<file path="src/rtl/mat_mult_pkg.sv">
// Shared constants and writer state encoding for the matrix-multiply datapath.
// Used by the result FIFO and by mat_result_writer (RESULT_SAT_EN selects saturation there).
package mat_mult_pkg;

  typedef enum logic [1:0] {
    WR_IDLE    = 2'b00,
    WR_COLLECT = 2'b01,
    WR_DONE    = 2'b10
  } wr_state_t;

  localparam int DEF_DATA_W      = 19;
  localparam int DEF_OUT_W       = 16;
  localparam int DEF_ADDR_W      = 4;
  localparam int DEF_NUM_RESULTS = 16;
  localparam int DEF_FIFO_DEPTH  = 4;

endpackage

</file>
<file path="src/rtl/mat_result_fifo.sv">
// Small synchronous capture FIFO; no bypass, so a pushed word is poppable one cycle later.
// clear empties the FIFO like reset; push on full without pop and pop on empty are ignored.
module result_fifo
  import mat_mult_pkg::*;
#(
  parameter int DATA_W = DEF_DATA_W,
  parameter int DEPTH  = DEF_FIFO_DEPTH
) (
  input  logic              clk,
  input  logic              reset,
  input  logic              clear,
  input  logic              push,
  input  logic              pop,
  input  logic [DATA_W-1:0] din,
  output logic [DATA_W-1:0] dout,
  output logic              full,
  output logic              empty
);

  localparam int PW = $clog2(DEPTH);

  logic [DATA_W-1:0] mem [DEPTH];
  logic [PW-1:0]     rd_ptr;
  logic [PW-1:0]     wr_ptr;
  logic [PW:0]       count;
  logic              push_ok;
  logic              pop_ok;

  assign full    = (count == (PW+1)'(DEPTH));
  assign empty   = (count == '0);
  assign pop_ok  = pop && !empty;
  assign push_ok = push && (!full || pop_ok);
  assign dout    = mem[rd_ptr];

  always_ff @(posedge clk) begin
    if (push_ok) mem[wr_ptr] <= din;
  end

  always_ff @(posedge clk) begin
    if (reset || clear) begin
      rd_ptr <= '0;
      wr_ptr <= '0;
      count  <= '0;
    end else begin
      if (push_ok) wr_ptr <= wr_ptr + 1'b1;
      if (pop_ok)  rd_ptr <= rd_ptr + 1'b1;
      case ({push_ok, pop_ok})
        2'b10:   count <= count + 1'b1;
        2'b01:   count <= count - 1'b1;
        default: count <= count;
      endcase
    end
  end

endmodule

</file>
<file path="src/rtl/mat_result_writer.sv">
// Captures MAC result strobes into a FIFO and writes them to sequential result-RAM addresses.
// Define RESULT_SAT_EN for signed saturation to OUT_W (adds sticky sat_flag); default truncates.
module mat_result_writer
  import mat_mult_pkg::*;
#(
  parameter int DATA_W      = DEF_DATA_W,
  parameter int OUT_W       = DEF_OUT_W,
  parameter int ADDR_W      = DEF_ADDR_W,
  parameter int NUM_RESULTS = DEF_NUM_RESULTS,
  parameter int FIFO_DEPTH  = DEF_FIFO_DEPTH
) (
  input  logic              clk,
  input  logic              reset,
  input  logic              start,
  input  logic              mac_valid,
  input  logic [DATA_W-1:0] mac_data,
  input  logic              mem_ready,
  output logic              mem_we,
  output logic [ADDR_W-1:0] mem_addr,
  output logic [OUT_W-1:0]  mem_wdata,
  output logic [ADDR_W:0]   result_count,
  output logic              write_done,
  output logic              overflow,
`ifdef RESULT_SAT_EN
  output logic              sat_flag,
`endif
  output logic [1:0]        state_dbg
);

  localparam logic [ADDR_W:0] NUM_C  = (ADDR_W+1)'(NUM_RESULTS);
  localparam logic [ADDR_W:0] LAST_C = (ADDR_W+1)'(NUM_RESULTS - 1);

  wr_state_t         state;
  logic [ADDR_W:0]   push_cnt;
  logic [DATA_W-1:0] fifo_dout;
  logic              fifo_full;
  logic              fifo_empty;
  logic              fifo_clear;
  logic              collecting;
  logic              do_pop;
  logic              do_push;
  logic              drop;
  logic [OUT_W-1:0]  conv_data;

  assign state_dbg  = state;
  assign collecting = (state == WR_COLLECT);
  assign fifo_clear = (state == WR_IDLE) && start;
  assign do_pop     = collecting && !fifo_empty && mem_ready;
  // A full FIFO still accepts a push when the same cycle pops; the push budget caps one operation.
  assign do_push    = collecting && mac_valid && (push_cnt < NUM_C) && (!fifo_full || do_pop);
  assign drop       = collecting && mac_valid && !do_push;

  result_fifo #(
    .DATA_W (DATA_W),
    .DEPTH  (FIFO_DEPTH)
  ) u_fifo (
    .clk   (clk),
    .reset (reset),
    .clear (fifo_clear),
    .push  (do_push),
    .pop   (do_pop),
    .din   (mac_data),
    .dout  (fifo_dout),
    .full  (fifo_full),
    .empty (fifo_empty)
  );

`ifdef RESULT_SAT_EN
  logic conv_clamp;

  // Out of range exactly when the bits above the OUT_W sign bit differ from the DATA_W sign.
  always_comb begin
    conv_data  = fifo_dout[OUT_W-1:0];
    conv_clamp = 1'b0;
    if (fifo_dout[DATA_W-1:OUT_W-1] != {(DATA_W-OUT_W+1){fifo_dout[DATA_W-1]}}) begin
      conv_clamp = 1'b1;
      conv_data  = fifo_dout[DATA_W-1] ? {1'b1, {(OUT_W-1){1'b0}}}
                                       : {1'b0, {(OUT_W-1){1'b1}}};
    end
  end
`else
  logic unused_high_bits;

  assign unused_high_bits = ^fifo_dout[DATA_W-1:OUT_W];

  always_comb begin
    conv_data = fifo_dout[OUT_W-1:0];
  end
`endif

  always_ff @(posedge clk) begin
    if (reset) begin
      state        <= WR_IDLE;
      push_cnt     <= '0;
      mem_we       <= 1'b0;
      mem_addr     <= '0;
      mem_wdata    <= '0;
      result_count <= '0;
      write_done   <= 1'b0;
      overflow     <= 1'b0;
`ifdef RESULT_SAT_EN
      sat_flag     <= 1'b0;
`endif
    end else begin
      mem_we <= 1'b0;
      case (state)
        WR_IDLE: begin
          if (start) begin
            state        <= WR_COLLECT;
            push_cnt     <= '0;
            result_count <= '0;
            overflow     <= 1'b0;
`ifdef RESULT_SAT_EN
            sat_flag     <= 1'b0;
`endif
          end
        end
        WR_COLLECT: begin
          if (do_push) push_cnt <= push_cnt + 1'b1;
          if (drop)    overflow <= 1'b1;
          if (do_pop) begin
            mem_we       <= 1'b1;
            mem_addr     <= result_count[ADDR_W-1:0];
            mem_wdata    <= conv_data;
            result_count <= result_count + 1'b1;
`ifdef RESULT_SAT_EN
            if (conv_clamp) sat_flag <= 1'b1;
`endif
            if (result_count == LAST_C) begin
              state      <= WR_DONE;
              write_done <= 1'b1;
            end
          end
        end
        WR_DONE: begin
          if (!start) begin
            state      <= WR_IDLE;
            write_done <= 1'b0;
          end
        end
        default: state <= WR_IDLE;
      endcase
    end
  end

endmodule

</file>
<file path="config.mk">
export PLATFORM = sky130hd
export DESIGN_NAME = mat_result_writer
export DESIGN_NICKNAME = d
export VERILOG_FILES = /design/src/rtl/mat_mult_pkg.sv /design/src/rtl/mat_result_fifo.sv /design/src/rtl/mat_result_writer.sv
export SDC_FILE = /design/constraint.sdc
export NUM_CORES = 1
export LEC_CHECK = 0
export CORE_ASPECT_RATIO = 0.9
export CORE_UTILIZATION = 49
export CTS_CLUSTER_SIZE = 16
export DETAILED_ROUTE_END_ITERATION = 16
export GPL_TIMING_DRIVEN = 0
export HOLD_SLACK_MARGIN = 0.12
export PLACE_DENSITY = 0.75
export SETUP_SLACK_MARGIN = 0.1
export SYNTH_ARGS = -nofsm -noshare
export SYNTH_HDL_FRONTEND = slang
export SYNTH_SLANG_ARGS = --single-unit
</file>
<file path="constraint.sdc">
create_clock -name clk -period 2.35 [get_ports clk]
set_input_delay 0.3525 -clock clk [delete_from_list [all_inputs] [get_ports clk]]
set_output_delay 0.3525 -clock clk [all_outputs]
set_load 0.03 [all_outputs]
</file>
==> impl_metrics.tcl <==
set metrics [dict create \
    yosysMostFrequentCell "edfxtp_1" \
    min_period_over_period 0.937 \
    routed_via_density 5.39 \
    finalSetupViolations 0 \
    final_layout_size_suffix_gt1_frac 0.182 \
    syn2layout_area_growth_pct 24.2 \
    cap_violations 0 \
    holdPathStages 2 \
    async_flop_share 0 \
    power-per-cell-area_nw_per_um2 669 \
    num_rows 31 \
    use_met3 0.0276 \
    layout.cells.non_filler 467 \
    gp_congestion 0.755 \
    nets 396 \
    netlist_instances 293 \
    synth.distinct_cells 34 \
    clkSinkCount 106 \
    period_needed_ps 2200 \
    start_kind "flip-flop" \
    clock.fmax_mhz 454 \
    ys_seq_elements 106 \
    synth_commonest_cells "64 x edfxtp_1, 47 x nand2_1, 42 x dfxtp_1, 28 x a21oi_1" \
    min_from "mem_addr[2]" \
    ant_nets 0 \
    ys_warn_count 0 \
    grt.busiest_layer "met2" \
    relSlewSlack 0.544 \
    grt_pass1_wl_microns 12200 \
    dp.cells 442 \
    wl_microns 7840 \
    multi_input_area_sq_um 1240 \
    rsz0062_at_grt "yes" \
    ys_seq_area_frac 0.677 \
    run_status "finished with violations" \
    insertion_delay_ps 350 \
    postPlaceCellArea_sq_um 4740 \
    synth_fp_nets 326 \
    start_util 0.506 \
    die_area_sq_um 8690 \
    fillers 625 \
    met2_usage 0.339 \
    grt_use_met1 0.243 \
    finalMaxSlewViolations 0 \
    overflow 0 \
    die_w_microns 98.2 \
    cts_max_level 3 \
    skew_ps 10.2 \
    synth.area.top_cells "edfxtp_1 47%, dfxtp_1 21%, mux4_2 8.8%" \
    path_max_fanout 6 \
    hp-class "reg2reg" \
    criticalPathCategory "reg2reg" \
    leakage_uw 0.00168 \
    cts_tree "done" \
    hold_violations 0 \
    synth.avg_cell_area_sq_um 13.9 \
    diodes 0 \
    cts_buffers 9 \
    dp_hpwl_microns 4910 \
    die_h_microns 88.6 \
    vias 2518 \
    wl_per_cell_microns 16.8 \
    worst_setup_path_end_kind "flip-flop" \
    clockBufferDepth 2 \
    syn_area_sq_um 4080 \
    antenna_found_initial 0 \
    cts.clk_slew.worst_paths_ps 100 \
    ir_drop_v 0.000369 \
    postCtsHoldBufs 0 \
    root_buffer "clkbuf_8" \
    synth_edf_count 64 \
    final_area_sq_um 5070 \
    timing.rr.end "u_fifo.count[2]" \
    grt.total_usage 0.192 \
    whs_ps 459 \
    r2r-start "state_dbg[0]" \
    port_buffers 50 \
    grt_max_degree 19 \
    tns_ps 0 \
    arrival_ps 2500 \
    yosysTopAreaCellShare 0.471 \
    drt_iter0_drc 101 \
    reg2reg_depth 11 \
    hold_end "mem_addr[2]" \
    pin_count 54 \
    regToRegSetupSlack_ps 150 \
    drc 2 \
    drt_first_pass_iters 10 \
    grt_pass1_vias 2390 \
    worstMarginPinSlew_ps 684 \
    final_util 0.628 \
    crit_required_ps 2650 \
    synth_area_leader_cell "edfxtp_1" \
    violations "DRC" \
    ff_latch_area_sq_um 2770 \
    synth_flop_cell "edfxtp_1" \
    core_sq_um 8070 \
]
-- worst max-delay path, cell delays in order, from the launching register on --
cell	delay [ps]
dfxtp_4	370
buf_8	110
and3b_2	240
nand2_4	90
inv_8	70
buf_8	100
ha_4	130
inv_1	50
fa_2	340
xor2_1	160
or3_1	370
a21oi_2	130
-- worst max-delay path by stage --
stage,to,from,cells after the start,slack [ps]
6_report,u_fifo.count[2],state_dbg[0],11,150
4_1_cts,u_fifo.count[2],mem_ready,11,20
3_3_place_gp,u_fifo.count[2],mem_ready,11,-360
2_1_floorplan,u_fifo.count[2],state_dbg[0],11,120
3_5_place_dp,u_fifo.count[2],mem_ready,11,-420
5_1_grt,u_fifo.count[2],state_dbg[0],11,80
-- sequential cells by signal (all words and copies together) (netlist names) --
signal         count
u_fifo.mem        64
mem_wdata         16
push_cnt           5
result_count       5
mem_addr           4
u_fifo.count       3
state_dbg          2
u_fifo.rd_ptr      2
u_fifo.wr_ptr      2
mem_we             1
overflow           1
write_done         1
-- kinds of logic (layout without fill, tap and decap cells) --
logic type,after synthesis,in the layout,synth area share
adders and majority gates,9,9,0.0294
DFF,106,106,0.677
buffers and inverters,25,100,0.0273
xor gates and xnor gates,9,9,0.0193
and+or+nand+nor,91,91,0.106
AOI/OAI and AO/OA,37,37,0.0518
muxes,16,16,0.0883
-- layout by cell type (no fill, tap or decap), types with 2 or more instances in the layout --
master / instances
o31ai_1: 2
nand3_1: 6
xnor2_1: 5
bufinv_16: 2
edfxtp_1: 64
and3_1: 2
buf_4: 10
and2_2: 4
or3_1: 2
nand3b_1: 2
nor3_1: 3
xor2_1: 4
buf_2: 7
nand4_1: 3
clkinvlp_4: 3
nand2_1: 46
ha_1: 7
clkdlybuf4s50_1: 49
inv_1: 8
buf_8: 2
dfxtp_1: 41
mux4_2: 16
clkbuf_1: 5
nand3b_4: 2
nor2_1: 16
inv_8: 2
clkbuf_8: 9
a21oi_1: 27
-- repair_timing --
item	CTS	global route
setup buffers	2	7
pin swaps	1	4
endpoints found under the setup margin	65	1
gates resized for setup	5	7
-- stage by stage --
stage,worst slack (ps),power (uW)
floorplan,123,2120
global placement,-357,2190
detailed placement,-424,2190
CTS,23.3,3400
global route,80.5,3490
finish,148,3390
-- power by group --
group	internal, uW	total [uW]	leakage (uW)	switching (uW)
registers	1990	1990	0.000918	8.21
logic	79.3	166	0.000661	87.1
clock network	609	1230	0.000104	621
-- per-layer routing --
layer / share of wire / wire length [microns]
met3: 0.048 / 373
met4: 0.0071 / 56
met5: 0 / 0
met1: 0.43 / 3390
met2: 0.51 / 4010
-- layout make-up --
class / instances / area share
Sequential cell: 106 / 0.546
Multi-Input combinational cell: 162 / 0.245
Timing Repair Buffer: 59 / 0.113
Clock buffer: 9 / 0.0245
Tap cell: 99 / 0.0245
Clock inverter: 7 / 0.0203
Buffer: 15 / 0.0180
Inverter: 10 / 0.00889
Power figures use the tool's default switching activity.
